--- src/rtl/fb_port_arbiter.sv ---
// Frame-buffer port arbiter: VGA reads pre-empt everything, the clear engine
// sweeps the buffer, and buffered processor writes fill the remaining idle cycles.
//
// state   | meaning
// S_IDLE  | FIFO head may drain on cycles VGA leaves free
// S_CLEAR | clear engine owns the free cycles; FIFO only accumulates
module fb_port_arbiter #(
  parameter int ADDR_W      = 19,
  parameter int DATA_W      = 8,
  parameter int FIFO_DEPTH  = 4,
  parameter int PIXEL_COUNT = 307200,
  localparam int PTR_W      = (FIFO_DEPTH > 1) ? $clog2(FIFO_DEPTH) : 1,
  localparam int LVL_W      = $clog2(FIFO_DEPTH) + 1
) (
  input  logic              clock,
  input  logic              resetn,
  input  logic              vga_rd_req,
  input  logic [ADDR_W-1:0] vga_rd_addr,
  output logic [DATA_W-1:0] vga_rd_data,
  output logic              vga_rd_valid,
  input  logic              cpu_wr_req,
  input  logic [ADDR_W-1:0] cpu_wr_addr,
  input  logic [DATA_W-1:0] cpu_wr_data,
  output logic              cpu_wr_ready,
  input  logic              clear_req,
  input  logic [DATA_W-1:0] clear_color,
  output logic              busy,
  output logic              clear_done,
  output logic              addr_err,
  output logic [LVL_W-1:0]  fifo_level,
  output logic [ADDR_W-1:0] ram_addr,
  output logic [DATA_W-1:0] ram_wdata,
  output logic              ram_we,
  input  logic [DATA_W-1:0] ram_rdata
);

  localparam logic [ADDR_W-1:0] LAST_ADDR = ADDR_W'(PIXEL_COUNT - 1);
  localparam logic [LVL_W-1:0]  DEPTH_LVL = LVL_W'(FIFO_DEPTH);

  typedef enum logic {S_IDLE, S_CLEAR} state_t;

  state_t            state_q, state_d;
  logic [ADDR_W-1:0] clr_addr_q, clr_addr_d;
  logic [DATA_W-1:0] clr_color_q, clr_color_d;

  logic grant_vga, grant_clr, grant_fifo, clr_last;
  logic rd_pend_q;

  logic [ADDR_W-1:0] fifo_addr [FIFO_DEPTH];
  logic [DATA_W-1:0] fifo_data [FIFO_DEPTH];
  logic [PTR_W-1:0]  wr_ptr_q, rd_ptr_q;
  logic [LVL_W-1:0]  level_q;
  logic              wr_accept, wr_in_range, push, pop;

  assign vga_rd_data  = ram_rdata;
  assign busy         = (state_q == S_CLEAR);
  assign fifo_level   = level_q;
  assign cpu_wr_ready = (level_q != DEPTH_LVL);

  assign wr_accept   = cpu_wr_req & cpu_wr_ready;
  assign wr_in_range = (cpu_wr_addr <= LAST_ADDR);
  assign push        = wr_accept & wr_in_range;
  assign pop         = grant_fifo;

  always_comb begin
    state_d     = state_q;
    clr_addr_d  = clr_addr_q;
    clr_color_d = clr_color_q;
    grant_vga   = vga_rd_req;
    grant_clr   = 1'b0;
    grant_fifo  = 1'b0;
    clr_last    = 1'b0;
    case (state_q)
      S_IDLE: begin
        if (!vga_rd_req && (level_q != '0)) grant_fifo = 1'b1;
        if (clear_req) begin
          state_d     = S_CLEAR;
          clr_addr_d  = '0;
          clr_color_d = clear_color;
        end
      end
      S_CLEAR: begin
        if (!vga_rd_req) begin
          grant_clr = 1'b1;
          if (clr_addr_q == LAST_ADDR) begin
            clr_last = 1'b1;
            state_d  = S_IDLE;
          end else begin
            clr_addr_d = clr_addr_q + ADDR_W'(1);
          end
        end
      end
      default: state_d = S_IDLE;
    endcase
  end

  always_ff @(posedge clock or negedge resetn) begin
    if (!resetn) begin
      state_q     <= S_IDLE;
      clr_addr_q  <= '0;
      clr_color_q <= '0;
    end else begin
      state_q     <= state_d;
      clr_addr_q  <= clr_addr_d;
      clr_color_q <= clr_color_d;
    end
  end

  // One grant per cycle lands on the RAM port; an ungranted cycle holds the address.
  always_ff @(posedge clock or negedge resetn) begin
    if (!resetn) begin
      ram_addr     <= '0;
      ram_wdata    <= '0;
      ram_we       <= 1'b0;
      rd_pend_q    <= 1'b0;
      vga_rd_valid <= 1'b0;
      clear_done   <= 1'b0;
      addr_err     <= 1'b0;
    end else begin
      ram_we       <= grant_clr | grant_fifo;
      rd_pend_q    <= grant_vga;
      vga_rd_valid <= rd_pend_q;
      clear_done   <= clr_last;
      addr_err     <= wr_accept & ~wr_in_range;
      if (grant_vga) begin
        ram_addr <= vga_rd_addr;
      end else if (grant_clr) begin
        ram_addr  <= clr_addr_q;
        ram_wdata <= clr_color_q;
      end else if (grant_fifo) begin
        ram_addr  <= fifo_addr[rd_ptr_q];
        ram_wdata <= fifo_data[rd_ptr_q];
      end
    end
  end

  always_ff @(posedge clock) begin
    if (push) begin
      fifo_addr[wr_ptr_q] <= cpu_wr_addr;
      fifo_data[wr_ptr_q] <= cpu_wr_data;
    end
  end

  always_ff @(posedge clock or negedge resetn) begin
    if (!resetn) begin
      wr_ptr_q <= '0;
      rd_ptr_q <= '0;
      level_q  <= '0;
    end else begin
      if (push) wr_ptr_q <= wr_ptr_q + PTR_W'(1);
      if (pop)  rd_ptr_q <= rd_ptr_q + PTR_W'(1);
      case ({push, pop})
        2'b10:   level_q <= level_q + LVL_W'(1);
        2'b01:   level_q <= level_q - LVL_W'(1);
        default: level_q <= level_q;
      endcase
    end
  end

endmodule

--- config.mk ---
export PLATFORM = sky130hd
export DESIGN_NAME = fb_port_arbiter
export DESIGN_NICKNAME = d
export VERILOG_FILES = /design/src/rtl/fb_port_arbiter.sv
export SDC_FILE = /design/constraint.sdc
export NUM_CORES = 1
export LEC_CHECK = 0
export BUFFER_PORTS_ARGS = -buffer_cell sky130_fd_sc_hd__buf_4
export CAP_MARGIN = 5
export CORE_ASPECT_RATIO = 1.1
export CORE_UTILIZATION = 61
export CTS_CLUSTER_DIAMETER = 200
export DETAILED_ROUTE_END_ITERATION = 16
export PLACE_DENSITY = 0.91
export REMOVE_ABC_BUFFERS = 1
export SLEW_MARGIN = 20
export SYNTH_ARGS = -nofsm -noshare
export SYNTH_HDL_FRONTEND = slang
export SYNTH_SLANG_ARGS = --single-unit
--- constraint.sdc ---
create_clock -name clock -period 6.57 [get_ports clock]
set_clock_uncertainty 0.05 [all_clocks]
set_input_delay 1.314 -clock clock [delete_from_list [all_inputs] [get_ports clock]]
set_output_delay 1.314 -clock clock [all_outputs]
set_load 0.02 [all_outputs]
# Yosys cells after proc, flatten, opt, wreduce, memory -nomap -nowiden
# Memory sizes are Yosys's and may differ from the RTL's.
# Cells that the tools add are included.
# word_totals
memories,2
register_bits,67
out_inout_bits,44
ramBits,108
input_bits,67
wordCells,67
# classes
n_mux,23
n_reduce_logical,9
eq_ne,7
bitwise_logic,7
n_lt_le_gt_ge,1
add_sub_neg,5
# mem_list
name,words,width,rd,rd_ports_with_merged_regs,write_ports,line,text
fifo_addr,4,19,1,0,1,49,logic [ADDR_W-1:0] fifo_addr [FIFO_DEPTH];
fifo_data,4,8,1,0,1,50,logic [DATA_W-1:0] fifo_data [FIFO_DEPTH];
# op_table
op,count
$mux W19,6
$pmux W19 S2,1
$add A19 B1 Y19 const B,1
$eq A19 B19 Y1 const B,1
$le A19 B19 Y1 const B,1
$mux W8,2
$mux W1,12
$ne A2 B2 Y1 const B,3
$pmux W3 S2,1
$reduce_bool A3 Y1,2
$add A2 B1 Y2 const B,2
$reduce_and A2 Y1,2
$reduce_bool A2 Y1,2
$add A3 B1 Y3 const B,1
$and A1 B1 Y1,3
$ne A3 B3 Y1 const B,1
$not A1 Y1,3
$reduce_and A3 Y1,1
$sub A3 B1 Y3 const B,1
$eq A2 B1 Y1 const B,1
$eq A2 B2 Y1 const B,1
$pmux W1 S2,1
$logic_and A1 B1 Y1,1
$logic_not A1 Y1,1
$or A1 B1 Y1,1

# Depth between registers and ports, before layout
# Gate-level depths: netlist of the first run.
# depth
depth_word,7
mapped_depth,11
mapped_depth_nobuf,11

# Worst setup path before layout of the first run
# Ideal clock, no wire load.
# synth_timing
path_kind,input-to-reg
startpoint,input cpu_wr_addr[13]
endpoint,"memory fifo_addr[0][0], enable pin"
path_slack_ps,3339
setup_ps,386
t_arrival_ps,2795
required_ps,6134
path_stages,5
path_cell_list,a21oi_1 -> nor2b_1 -> o31ai_1 -> nor2b_1 -> and2_1
# synth_via
elab_chain_cells,4
# synth_lines
element,line,text
"start, declared",22,"input logic [ADDR_W-1:0] cpu_wr_addr,"
$le A19 B19 Y1,61,assign wr_in_range = (cpu_wr_addr <= LAST_ADDR);
$and A1 B1 Y1,62,assign push = wr_accept & wr_in_range;
$mux W1,138,if (push) begin
$mux W1 (not written as such),139,fifo_addr[wr_ptr_q] <= cpu_wr_addr;
"end, declared",49,
# No other way between the ends.

# Worst setup path in the final report of the first run
# layout_timing
startpoint,input cpu_wr_addr[13]
endpoint,"memory fifo_addr[0][17], enable pin"
# The elaborated chain is that of the path after synthesis.

==> impl_metrics.ini, run 1 <==
[worst_setup_path]
path_max_fanout = 14
cp-end-kind = register
arrival_ns = 3.48
reg2reg_slack_ns = 3.60
reg2reg_depth = 5
r2r-end = clr_addr_q[13]$_DFFE_PN0P_
reg2reg_from = busy$_DFF_PN0_
crit_path_start_kind = primary input
crit_required_ns = 6.64
path_class = primary input to register

[placed_design]
gp_congestion = 0.873
hpwl_um = 11000
io_buffers = 94
dpl_cell_area_mm2 = 0.00806

[global_route]
grtUsageMet3_pct = 8.08
grt_usage_pct = 30.3
grt_util_met1_pct = 37.4
grt_pass1_wl_um = 26900
grt-ovfl-total = 0
antenna_found_initial = 0
grt_pass1_vias = 4789
top_usage_layer = met2
grt_max_degree = 68
use_met2_pct = 50.3

[final_layout]
final_cell_mix = 108 x edfxtp_1, 100 x buf_4, 67 x dfrtp_1
final_common_cell = edfxtp_1
diodes = 0
drive_gt1_share_pct = 29.8
areaGrowthSynthToFinish_pct = 18.0
nNetsFinal = 648
fin_area_mm2 = 0.00862

[detailed_routing]
post-route-drc-count = 0
drt-initial-drc-count = 444
dr.pass1.iters = 5
vias = 4912
drt-total-wl_um = 17500
vias_per_cell = 6.66
wl_per_cell_um = 23.8
ant_nets = 0

[timing]
slew_violations = 0
fmax_mhz = 293
rsz0062_at_grt = no
min_period_ns = 3.41
worst_slew_pin_slew_ns = 1.01
final.setup.tns_ns = 0
finalSetupViolations = 0
period_share_pct = 51.9
hold_viol_final = 0
max_slew_margin_pct = 32.4

[cts]
cts_hold_buf = 0
cts_made_buffers = 17
clock_path_buffers = 2
cts_resized = 0
post_cts_buffers = 0
cts.sinks = 175
h-tree-depth = 4
cts_tree = built
clk-insertion-delay-late_ns = 0.43
clock-root-buffer = clkbuf_16
clk_pin_slew_ns = 0.06

[logic_synthesis]
synth_cell_types = 56
synth-edff-count = 108
ys_warn_count = 0
avgSynthCellArea_um2 = 15.0
synth_flop_cell = edfxtp_1
async_flop_share_pct = 38.3
syn_inst = 486
syn_area_mm2 = 0.00730
synth-seq-cells = 175
yosysSeqAreaShare_pct = 67.4

[pwr]
pwr_density_cell_mw_per_mm2 = 385
leakage_nw = 3.39
total_power_mw = 3.32
vdd_ir_drop_max_mv = 0.226

[outcome]
status = complete, no violations

[die]
die_h_um = 117
fp.dieW_um = 106
coreArea_mm2 = 0.0115
io_pins = 111
initial_utilization_pct = 63.3
die-area_mm2 = 0.0124
num_rows = 41

[min_path]
hp-start = rd_pend_q$_DFF_PN0_
hp-class = register to register
hold_end = vga_rd_valid$_DFF_PN0_
min_path_cells = 0

[run]
cap_violations = 0
report_power, final:
| group | total, mW | internal (mW) | switching (mW) | leakage [nW] |
|---|---|---|---|---|
| clock | 0.957 | 0.525 | 0.432 | 0.262 |
| sequential | 1.50 | 1.36 | 0.137 | 1.81 |
| combinational | 0.862 | 0.384 | 0.478 | 1.31 |
| total | 3.32 | 2.27 | 1.05 | 3.39 |
per-stage QoR:
step / setup slack [ns] / hold WS, ns / util, % / std cells
final: 3.16 / 0.304 / 74.7 / 737
after detailed placement: 2.74 / 0.296 / 69.8 / 705
after floorplan: 3.34 / 0.281 / - / 455
after CTS: 3.15 / 0.311 / 74.7 / 737
after global placement: 2.84 / 0.283 / 69.8 / 705
after global routing: 2.96 / 0.318 / 74.7 / 737
worst max-delay path: stages:
cell	delay, ns
buf_4	0.12
a21oi_1	0.16
nor2b_1	0.06
o31ai_1	0.33
nor2b_1	0.43
and2_1	0.66
buf_4	0.38
per-layer routing:
| metal | part of all wire (%) | vias to the layer above |
|---|---|---|
| met1 | 36 | 2444 |
| li1 | - | 2061 |
| met4 | 4.1 | 0 |
| met5 | 0 | - |
| met3 | 8.6 | 73 |
| met2 | 51 | 334 |
state kept, by name (all words and copies together), names as in the netlist, 2 cells and up:
name / cells
fifo_addr: 76
ram_addr: 19
rd_ptr_q: 2
ram_wdata: 8
clr_color_q: 8
clr_addr_q: 19
fifo_level: 3
fifo_data: 32
wr_ptr_q: 2
worst max-delay path by stage:
| stage | from | to | slack (ns) | cells past startpoint |
|---|---|---|---|---|
| CTS | cpu_wr_addr[13] | fifo_addr[3][16]$_DFFE_PP_ | 3.15 | 7 |
| finish | cpu_wr_addr[13] | fifo_addr[0][17]$_DFFE_PP_ | 3.16 | 7 |
| global route | cpu_wr_addr[13] | fifo_addr[3][0]$_DFFE_PP_ | 2.96 | 7 |
| detailed placement | cpu_wr_addr[13] | fifo_data[0][0]$_DFFE_PP_ | 2.74 | 7 |
| floorplan | cpu_wr_addr[13] | fifo_addr[0][0]$_DFFE_PP_ | 3.34 | 5 |
| global placement | cpu_wr_addr[13] | fifo_data[2][0]$_DFFE_PP_ | 2.84 | 7 |
synthesized netlist by cell type, types with 8 or more instances:
cell	count	area [um^2]
o21ai_0	13	65.1
o22ai_1	34	213
a21oi_1	27	135
edfxtp_1	108	3240
clkbuf_1	9	33.8
mux4_2	27	608
dfrtp_1	67	1680
inv_1	10	37.5
nor2_1	9	33.8
a22oi_1	12	90.1
nand2_1	48	180
buf_4	12	90.1
and3_1	8	50.1
layout make-up:
class	instances	area, um^2
Clock buffer	17	425
Sequential cell	175	4920
Inverter	10	37.5
Multi-Input combinational cell	270	2160
Timing Repair Buffer	100	751
Tap cell	150	188
Clock inverter	15	138
Fill cell	641	2920
kinds of logic (layout without fill, tap and decap cells):
kind of cell               Yosys count  in the layout  synth area share (%)
DFF                                175            175                  67.4
and+or+nand+nor                    116            116                  8.94
AOI/OAI and AO/OA                  108            108                  9.51
buffers and inverters               41            142                  3.03
muxes                               32             32                  9.03
adders and majority gates            7              7                  1.30
xor gates and xnor gates             7              7                 0.839
No activity file was read; power rests on OpenSTA's default activity.
==> inputs of run 2 (changes only) <==
- CORE_UTILIZATION: 61 -> 57
- PLACE_DENSITY: 0.91 -> 0.86
- clock period: 6.57 -> 3.3 ns (I/O delays scaled with it)
==> run 2 against run 1 <==
Effect of this change:
- die area rose by 6.9%
- worst setup slack got worse by 2.4 ns
- critical path depth did not move
- global-route usage fell by 3.3 points
- final area rose by 1.2%
- register-to-register slack got worse by 2.8 ns
- count of clock-buffer cells in the layout did not move
- sequential share of layout area fell by 0.66 points
- total power rose by 100%
- sequential cell count did not move
- sequential power rose by 110%
- combinational power rose by 86%
==> impl_metrics.ini, run 2 (synthesized netlist as in run 1, its figures left out) <==
[outcome]
status = complete, no violations

[worst_setup_path]
crit_chain = nor3_1 -> ha_1 -> inv_1 -> fa_1 -> xor2_1 -> nor2_1 -> xor2_1
path_class = register to register
crit_family = simple AND/OR/NAND/NOR gates
path_max_fanout = 19
cp_slowest_cell = dfrtp_1
max_stage_delay_ns = 0.61
arrival_ns = 2.80
cp-end-kind = register
crit_path_start_kind = register
crit_required_ns = 3.60
timing.critical_path.mode_cell = xor2_1
critical_path_buf_inv_count = 1

[final_layout]
diodes = 0
final_common_cell = edfxtp_1
top_regs = fifo_addr (76), fifo_data (32)
n_fill_cell = 773
final_cell_mix = 108 x edfxtp_1, 105 x buf_4, 66 x dfrtp_1
top_register = fifo_addr
areaGrowthSynthToFinish_pct = 19.4
drive_gt1_share_pct = 30.9
nNetsFinal = 654
largest_reg_flops = 76

[die]
die-area_mm2 = 0.0133
initial_utilization_pct = 58.3
fp.dieW_um = 110
io_pins = 111
coreArea_mm2 = 0.0125
num_rows = 43
die_h_um = 121

[timing]
whs_ns = 0.283
max_slew_margin_pct = 43.5
min_period_ns = 2.50
period_share_pct = 75.8
slew_violations = 0
finalSetupViolations = 0
hold_viol_final = 0
final.setup.tns_ns = 0
rsz0062_at_grt = no
worst_slew_pin_slew_ns = 0.847
fmax_mhz = 400

[placed_design]
io_buffers = 94
hpwl_um = 10500
gp_congestion = 0.842

[cts]
h-tree-depth = 4
clk_pin_slew_ns = 0.07
cts_made_buffers = 17
clk-insertion-delay-late_ns = 0.43
post_cts_buffers = 0
cts_tree = built
cts_hold_buf = 0
cts_resized = 0
clock-root-buffer = clkbuf_16
cts.sinks = 175
clock_path_buffers = 2

[detailed_routing]
dr.pass1.iters = 5
vias_per_cell = 6.27
drt-initial-drc-count = 385
ant_nets = 0
wl_per_cell_um = 22.0
post-route-drc-count = 0
drt-total-wl_um = 16500
vias = 4703

[pwr]
leakage_nw = 3.45
pwr_density_cell_mw_per_mm2 = 768
vdd_ir_drop_max_mv = 0.581

[global_route]
grt_pass1_vias = 4668
antenna_found_initial = 0
grt_pass1_wl_um = 25500
grt_usage_pct = 27.0
grt-ovfl-total = 0
grt_max_degree = 68

[min_path]
hp-class = primary input to asynchronous set/reset pin

[run]
cap_violations = 0
run 2: cell count changes in the layout (fill, tap and decap cells not counted), sizes merged:
cell / change
buf: +6
bufinv: +1
clkinvlp: -2
inv: +5
clkinv: -4
run 2: area by class of cell:
| class | instances | area [um^2] | area share, % |
|---|---|---|---|
| timing repair buffer | 106 | 808 | 9.26 |
| clock inverter | 15 | 173 | 1.98 |
| clock buffer | 17 | 425 | 4.88 |
| tap | 157 | 196 | 2.25 |
| inverter | 10 | 37.5 | 0.430 |
| multi-input combinational | 270 | 2160 | 24.8 |
| sequential | 175 | 4920 | 56.4 |
run 2: final timing paths:
path                                startpoint                         end  slack (ns)  cells after the start
max                             busy$_DFF_PN0_   fifo_level[2]$_DFFE_PN0P_        0.80                      7
min                                     resetn  clr_color_q[4]$_DFFE_PN0P_        0.28                      1
max reg2reg                     busy$_DFF_PN0_   fifo_level[2]$_DFFE_PN0P_        0.80                      7
min reg2reg                rd_pend_q$_DFF_PN0_      vga_rd_valid$_DFF_PN0_        0.32                      0
max in group asynchronous               resetn     rd_ptr_q[0]$_DFFE_PN0P_        2.34                      1
min in group clock         rd_pend_q$_DFF_PN0_      vga_rd_valid$_DFF_PN0_        0.32                      0
run 2: power breakdown:
group / internal (mW) / leakage, nW / switching [mW]
sequential: 2.70 / 1.81 / 0.373
clock: 1.14 / 0.290 / 0.884
combinational: 0.782 / 1.35 / 0.814
run 2: per-layer routing:
| metal | track usage, % | part of all wire (%) | up-vias |
|---|---|---|---|
| li1 | - | - | 2070 |
| met1 | 34.6 | 38 | 2378 |
| met2 | 45.2 | 54 | 231 |
| met3 | 6.52 | 6.1 | 24 |
| met4 | 8.75 | 1.7 | 0 |
| met5 | 0 | 0 | - |
run 2: stage by stage:
step | instance area, um^2 | setup slack, ns | instances | power [mW] | util (%)
after CTS | 8720 | 0.833 | 750 | 6.73 | 69.6
after detailed placement | 8130 | 0.503 | 718 | 4.68 | 64.8
after global placement | 8130 | 0.515 | 718 | 4.58 | 64.8
after floorplan | 7120 | 0.723 | 455 | 4.00 | -
after global routing | 8720 | 0.689 | 750 | 6.96 | 69.6
final | 8720 | 0.798 | 750 | 6.70 | 69.6
